### src/rtl/fm_sb_pkg.sv
// -----------------------------------------------------------------------------
// fm_sb_pkg
// Shared definitions for the fast-monitoring spy buffer freeze control:
// the per-buffer capture state encoding and the default counter width.
// -----------------------------------------------------------------------------
package fm_sb_pkg;

    // Default width of the post-trigger depth and the write/post counters.
    localparam int unsigned FM_SB_CNT_W = 16;

    // Per-buffer capture state; encodings are visible on state_o.
    typedef enum logic [1:0] {
        FM_SB_IDLE   = 2'b00,
        FM_SB_ARMED  = 2'b01,
        FM_SB_POST   = 2'b10,
        FM_SB_FROZEN = 2'b11
    } fm_sb_frz_state_t;

endpackage : fm_sb_pkg

### src/rtl/fm_sb_freeze_fsm.sv
// -----------------------------------------------------------------------------
// fm_sb_freeze_fsm
// Capture sequencer for a single spy buffer: arm -> trigger -> post-trigger
// word count -> freeze -> release.
//
// Ports:
//   clk_hs        in   monitored-data clock
//   rst_hs        in   synchronous active-high reset
//   arm_i         in   single-cycle arm strobe
//   trig_i        in   single-cycle trigger (already combined sw/ext)
//   release_i     in   single-cycle release/abort strobe, highest priority
//   wr_vld_i      in   spy buffer write enable
//   post_depth_i  in   post-trigger word count, latched at trigger
//   freeze_o      out  freeze to the spy buffer (state == FROZEN)
//   state_o       out  raw state register
//   trig_pos_o    out  write count latched at trigger
// -----------------------------------------------------------------------------
module fm_sb_freeze_fsm
    import fm_sb_pkg::*;
#(
    parameter int unsigned CNT_W = FM_SB_CNT_W
) (
    input  logic             clk_hs,
    input  logic             rst_hs,
    input  logic             arm_i,
    input  logic             trig_i,
    input  logic             release_i,
    input  logic             wr_vld_i,
    input  logic [CNT_W-1:0] post_depth_i,
    output logic             freeze_o,
    output logic [1:0]       state_o,
    output logic [CNT_W-1:0] trig_pos_o
);

    localparam logic [CNT_W-1:0] ONE = CNT_W'(1);

    fm_sb_frz_state_t state_q;
    logic [CNT_W-1:0] wr_cnt_q;
    logic [CNT_W-1:0] post_cnt_q;
    logic [CNT_W-1:0] depth_q;
    logic [CNT_W-1:0] trig_pos_q;

    always_ff @(posedge clk_hs) begin
        if (rst_hs) begin
            state_q    <= FM_SB_IDLE;
            wr_cnt_q   <= '0;
            post_cnt_q <= '0;
            depth_q    <= '0;
            trig_pos_q <= '0;
        end else if (release_i) begin
            state_q <= FM_SB_IDLE;
        end else begin
            unique case (state_q)
                FM_SB_IDLE: begin
                    // Arm wins over a coincident trigger: the trigger is dropped.
                    if (arm_i) begin
                        state_q  <= FM_SB_ARMED;
                        wr_cnt_q <= '0;
                    end
                end
                FM_SB_ARMED: begin
                    if (wr_vld_i && (wr_cnt_q != '1)) begin
                        wr_cnt_q <= wr_cnt_q + ONE;
                    end
                    if (trig_i) begin
                        // Position is the count before this cycle's write.
                        trig_pos_q <= wr_cnt_q;
                        depth_q    <= post_depth_i;
                        post_cnt_q <= '0;
                        state_q    <= (post_depth_i == '0) ? FM_SB_FROZEN : FM_SB_POST;
                    end
                end
                FM_SB_POST: begin
                    if (wr_vld_i) begin
                        post_cnt_q <= post_cnt_q + ONE;
                        if (post_cnt_q == (depth_q - ONE)) begin
                            state_q <= FM_SB_FROZEN;
                        end
                    end
                end
                FM_SB_FROZEN: begin
                    state_q <= FM_SB_FROZEN;
                end
                default: begin
                    state_q <= FM_SB_IDLE;
                end
            endcase
        end
    end

    // Freeze is a pure decode of the state register, so it rises in the
    // first cycle after the completing edge without an extra flop.
    assign freeze_o   = (state_q == FM_SB_FROZEN);
    assign state_o    = state_q;
    assign trig_pos_o = trig_pos_q;

endmodule : fm_sb_freeze_fsm

### src/rtl/fm_sb_freeze_ctrl.sv
// -----------------------------------------------------------------------------
// fm_sb_freeze_ctrl
// Freeze sequencer for TOTAL_SB spy buffers; one independent capture FSM per
// buffer. Gates the shared external trigger per buffer and packs outputs.
//
// Ports:
//   clk_hs         in   monitored-data clock (only clock)
//   rst_hs         in   synchronous active-high reset
//   arm_i          in   [TOTAL_SB]        per-buffer arm strobe
//   sw_trig_i      in   [TOTAL_SB]        per-buffer software trigger
//   ext_trig_i     in   1                 shared external trigger
//   ext_trig_en_i  in   [TOTAL_SB]        per-buffer external trigger enable
//   release_i      in   [TOTAL_SB]        per-buffer release/abort strobe
//   post_depth_i   in   [CNT_W]           post-trigger depth, shared
//   wr_vld_i       in   [TOTAL_SB]        per-buffer write enable
//   freeze_o       out  [TOTAL_SB]        freeze to the spy buffers
//   state_o        out  [2*TOTAL_SB]      buffer i at [2i+1:2i]
//   trig_pos_o     out  [CNT_W*TOTAL_SB]  buffer i at [CNT_W*(i+1)-1:CNT_W*i]
// -----------------------------------------------------------------------------
module fm_sb_freeze_ctrl
    import fm_sb_pkg::*;
#(
    parameter int unsigned TOTAL_SB = 2,
    parameter int unsigned CNT_W    = FM_SB_CNT_W
) (
    input  logic                      clk_hs,
    input  logic                      rst_hs,
    input  logic [TOTAL_SB-1:0]       arm_i,
    input  logic [TOTAL_SB-1:0]       sw_trig_i,
    input  logic                      ext_trig_i,
    input  logic [TOTAL_SB-1:0]       ext_trig_en_i,
    input  logic [TOTAL_SB-1:0]       release_i,
    input  logic [CNT_W-1:0]          post_depth_i,
    input  logic [TOTAL_SB-1:0]       wr_vld_i,
    output logic [TOTAL_SB-1:0]       freeze_o,
    output logic [2*TOTAL_SB-1:0]     state_o,
    output logic [CNT_W*TOTAL_SB-1:0] trig_pos_o
);

    logic [TOTAL_SB-1:0] trig;

    assign trig = sw_trig_i | ({TOTAL_SB{ext_trig_i}} & ext_trig_en_i);

    for (genvar i = 0; i < int'(TOTAL_SB); i++) begin : g_sb
        fm_sb_freeze_fsm #(
            .CNT_W (CNT_W)
        ) u_fsm (
            .clk_hs       (clk_hs),
            .rst_hs       (rst_hs),
            .arm_i        (arm_i[i]),
            .trig_i       (trig[i]),
            .release_i    (release_i[i]),
            .wr_vld_i     (wr_vld_i[i]),
            .post_depth_i (post_depth_i),
            .freeze_o     (freeze_o[i]),
            .state_o      (state_o[2*i +: 2]),
            .trig_pos_o   (trig_pos_o[CNT_W*i +: CNT_W])
        );
    end

endmodule : fm_sb_freeze_ctrl

### config.mk
export PLATFORM = sky130hd
export DESIGN_NAME = fm_sb_freeze_ctrl
export DESIGN_NICKNAME = d
export VERILOG_FILES = /design/src/rtl/fm_sb_pkg.sv /design/src/rtl/fm_sb_freeze_fsm.sv /design/src/rtl/fm_sb_freeze_ctrl.sv
export SDC_FILE = /design/constraint.sdc
export NUM_CORES = 1
export LEC_CHECK = 0
export ABC_AREA = 1
export CAP_MARGIN = 40
export CORE_UTILIZATION = 32
export DETAILED_ROUTE_END_ITERATION = 8
export HOLD_SLACK_MARGIN = 0.15
export PLACE_DENSITY = 0.52
export SLEW_MARGIN = 20
export SYNTH_ARGS = -nofsm -noshare
export SYNTH_HDL_FRONTEND = slang
export SYNTH_HIERARCHICAL = 1
export SYNTH_SLANG_ARGS = --single-unit
### constraint.sdc
create_clock -name clk_hs -period 5.36 [get_ports clk_hs]
set_input_delay 1.34 -clock clk_hs [delete_from_list [all_inputs] [get_ports clk_hs]]
set_output_delay 1.34 -clock clk_hs [all_outputs]
set_load 0.05 [all_outputs]
==> reports/results.txt <==
Outcome: completed
Mapped Nets: 1125
Final hold violations: 0
Count of cell types in the netlist: 46
Top library cells by usage in the layout, fill and taps aside: 222 x nand2_1, 163 x nor2_1, 132 x dfxtp_1
Die area: 23800 um2
Static leakage power: 3.55 nW
Critical path startpoint category: input port
Share of the clock period used by the worst path: 60.2%
Clock Tree Root: clkbuf_16
Required time at the worst-slack endpoint: 5.72 ns
Vias per cell: 4.75
Min Tclk post-route: 3.23 ns
TritonCTS buffer count: 17
Critical path fanouts, max: 8
Initial core utilization: 32.7%
Number of input and output port buffers inserted: 66
Initial antenna violation count: 1
CP Data Arrival Time: 3.59 ns
CTS H-tree depth: 4
Final layout net count: 1188
Number of DRC violations after detailed routing: 0
TritonCTS clock tree: done
Switching part of the total: 26.9%
Overall power of the completed layout: 0.00270 W
TritonRoute pass-1 iters: 5
Worst IR drop on VDD: 0.210 mV
Launch point of the worst reg-to-reg path: g_sb[0].u_fsm/state_o[1]$_SDFFE_PP0P_
Pin count of the biggest net entering global routing: 34
Placeable Area: 22700 um2
Via count of the first global-routing pass: 6223
Rel. slew slack: 61.3%
Area of the mapped netlist: 7420 um2
Core Rows: 55
Internal Pwr Total: 0.00198 W
WL per Instance: 13.6 um
Count of hold-fix buffers inserted at cts: 0
Number of slew-limit violations in the final report: 0
Combinational group share of total power: 13.5%
First-pass GRT wire length: 32600 um
Clock transition at the registers of the reported paths: 0.06 ns
Number of buffers between clock root and the deepest sink: 2
Total global-route track usage: 17.2%
WL final: 19700 um
Y dimension of the die: 154 um
Register area share after synthesis: 35.6%
Crit path capture type: flip-flop
Insertion delay of the later-clocked pin in the worst-skew pair: 0.43 ns
Post-CTS setup buffers: 0
Post-synthesis cell count: 1082
Fraction of power consumed by sequential logic: 37.9%
P&R area growth vs syn: 22.2%
Count of antenna diodes in the layout: 0
Mean post-synth cell area: 6.86 um2
Hold path startpoint: g_sb[0].u_fsm/trig_pos_o[13]$_SDFFE_PP0P_
R2R Setup Slk: 2.79 ns
Ratio of cells with drive above 1 in the final layout: 8.64%
Number of max-capacitance violations reported: 0
Actual transition at the worst max-transition pin: 0.581 ns
Clock network fraction of total power: 48.6%
Sink Count: 132
Number of warnings issued by yosys: 6
Maximum clock frequency: 310 MHz
Worst-case clock skew: 0.00948 ns
Utilization of the core after routing: 40.0%
Power dissipated by switching net loads: 0.000728 W
Setup repair after global routing missed its margin: false
Setup Total Neg Slack: 0 ns
GRT overflow: 0
Leading cell type in the layout, fill and taps excluded: nand2_1
Launching element of the worst setup path: ext_trig_i
Placed wire-length estimate: 14800 um
DR vias: 6849
Number of register bits inferred by synthesis: 132
Routability cong.: 0.811
Number of placed I/O pins: 67
Initial detailed-routing violation count: 331
Worst Setup Path Type: in -> reg
Post-cts sizing count: 0
Final setup violation count: 0
Tightest Hold Check Type: reg -> reg
Power per unit of standard cell area: 298 nW/um2
DIE WIDTH: 154 um
Count of antenna-violating nets left after detailed routing: 0
-- cells in the mapped netlist (all sizes together) --
cell type  count  area (um2)
a211oi         2        20.0
a21oi         93         492
a31oi          1        6.26
and2           2        12.5
buf           10        57.6
clkbuf        20        76.3
clkinv         2        8.75
dfxtp        132        2640
ha            14         175
inv          118         448
nand2        229         887
nand3         57         310
nand3b         5        37.5
nand4         18         113
nor2         182         786
nor3          32         223
nor3b          1        7.51
nor4          13        87.6
o21a           1        7.51
o21ai         91         470
o22ai          2        32.5
or2            1        6.26
xnor2         14         123
xnor3          2        45.0
xor2          40         350
-- final cells by class --
class,count,area (um2)
clock inverter,14,224
clock buffer,18,439
timing repair buffer,74,763
multi-input combinational,800,4190
inverter,120,457
sequential,132,2640
fill,2431,13600
tap,285,357
-- cells by family after synthesis --
| family | synth area share [%] |
|---|---|
| compound gates | 13.9 |
| xor+xnor | 6.98 |
| buf+inv | 7.95 |
| fa+ha+maj | 2.36 |
| flops | 35.6 |
| simple gates | 33.3 |
-- power by group through the flow --
stage / sequential, W / combinational [W] / clock (W)
after floorplan: 0.00108 / 0.000227 / 0
after global placement: 0.00105 / 0.000359 / 0
after detailed placement: 0.00105 / 0.000365 / 0
after CTS: 0.00102 / 0.000367 / 0.00135
after global routing: 0.00103 / 0.000412 / 0.00140
final: 0.00102 / 0.000366 / 0.00131
-- routing by layer --
layer | global-route usage (%) | part of all wire, % | routed length, um
met4 | 4.76 | 0.69 | 135
met5 | 0 | 0.056 | 11
met1 | 24.2 | 51 | 10000
met2 | 26.1 | 44 | 8690
met3 | 4.09 | 4.0 | 786
-- stage by stage --
stage                     cells  hold slack, ns  cell area, um2  worst slack [ns]
after floorplan            1082           0.455            7420              2.74
after global placement     1406           0.466            8330              1.69
after detailed placement   1410           0.482            8400              1.72
after CTS                  1442           0.495            9060              2.14
after global routing       1443           0.518            9070              1.91
final                      1443           0.488            9070              2.13
-- flip-flops by register name, summed over array words and instances, names as in the netlist --
name / flops
g_sb.u_fsm/depth_q: 32
g_sb.u_fsm/post_cnt_q: 32
g_sb.u_fsm/state_o: 4
g_sb.u_fsm/trig_pos_o: 32
g_sb.u_fsm/wr_cnt_q: 32
-- worst max-delay path, cell delays in order --
cell             delay (ns)
clkdlybuf4s50_1        0.58
nand2_1                0.08
nand2_1                0.18
o22ai_2                0.15
nor3_4                 0.32
inv_4                  0.13
nor2_4                 0.14
nand3_2                0.11
nor2_4                 0.14
nand3_2                0.11
o21ai_1                0.14
nand2_1                0.06
nor2_1                 0.09
-- path summary, 6_finish.rpt --
kind,depth (start not counted),end
worst max-delay path,13,g_sb[0].u_fsm/post_cnt_q[13]$_SDFFE_PP0P_
worst min register to register,2,g_sb[0].u_fsm/trig_pos_o[13]$_SDFFE_PP0P_
worst min-delay path,2,g_sb[0].u_fsm/trig_pos_o[13]$_SDFFE_PP0P_
worst max register to register,13,g_sb[0].u_fsm/post_cnt_q[13]$_SDFFE_PP0P_
Power figures use the tool's default switching activity.
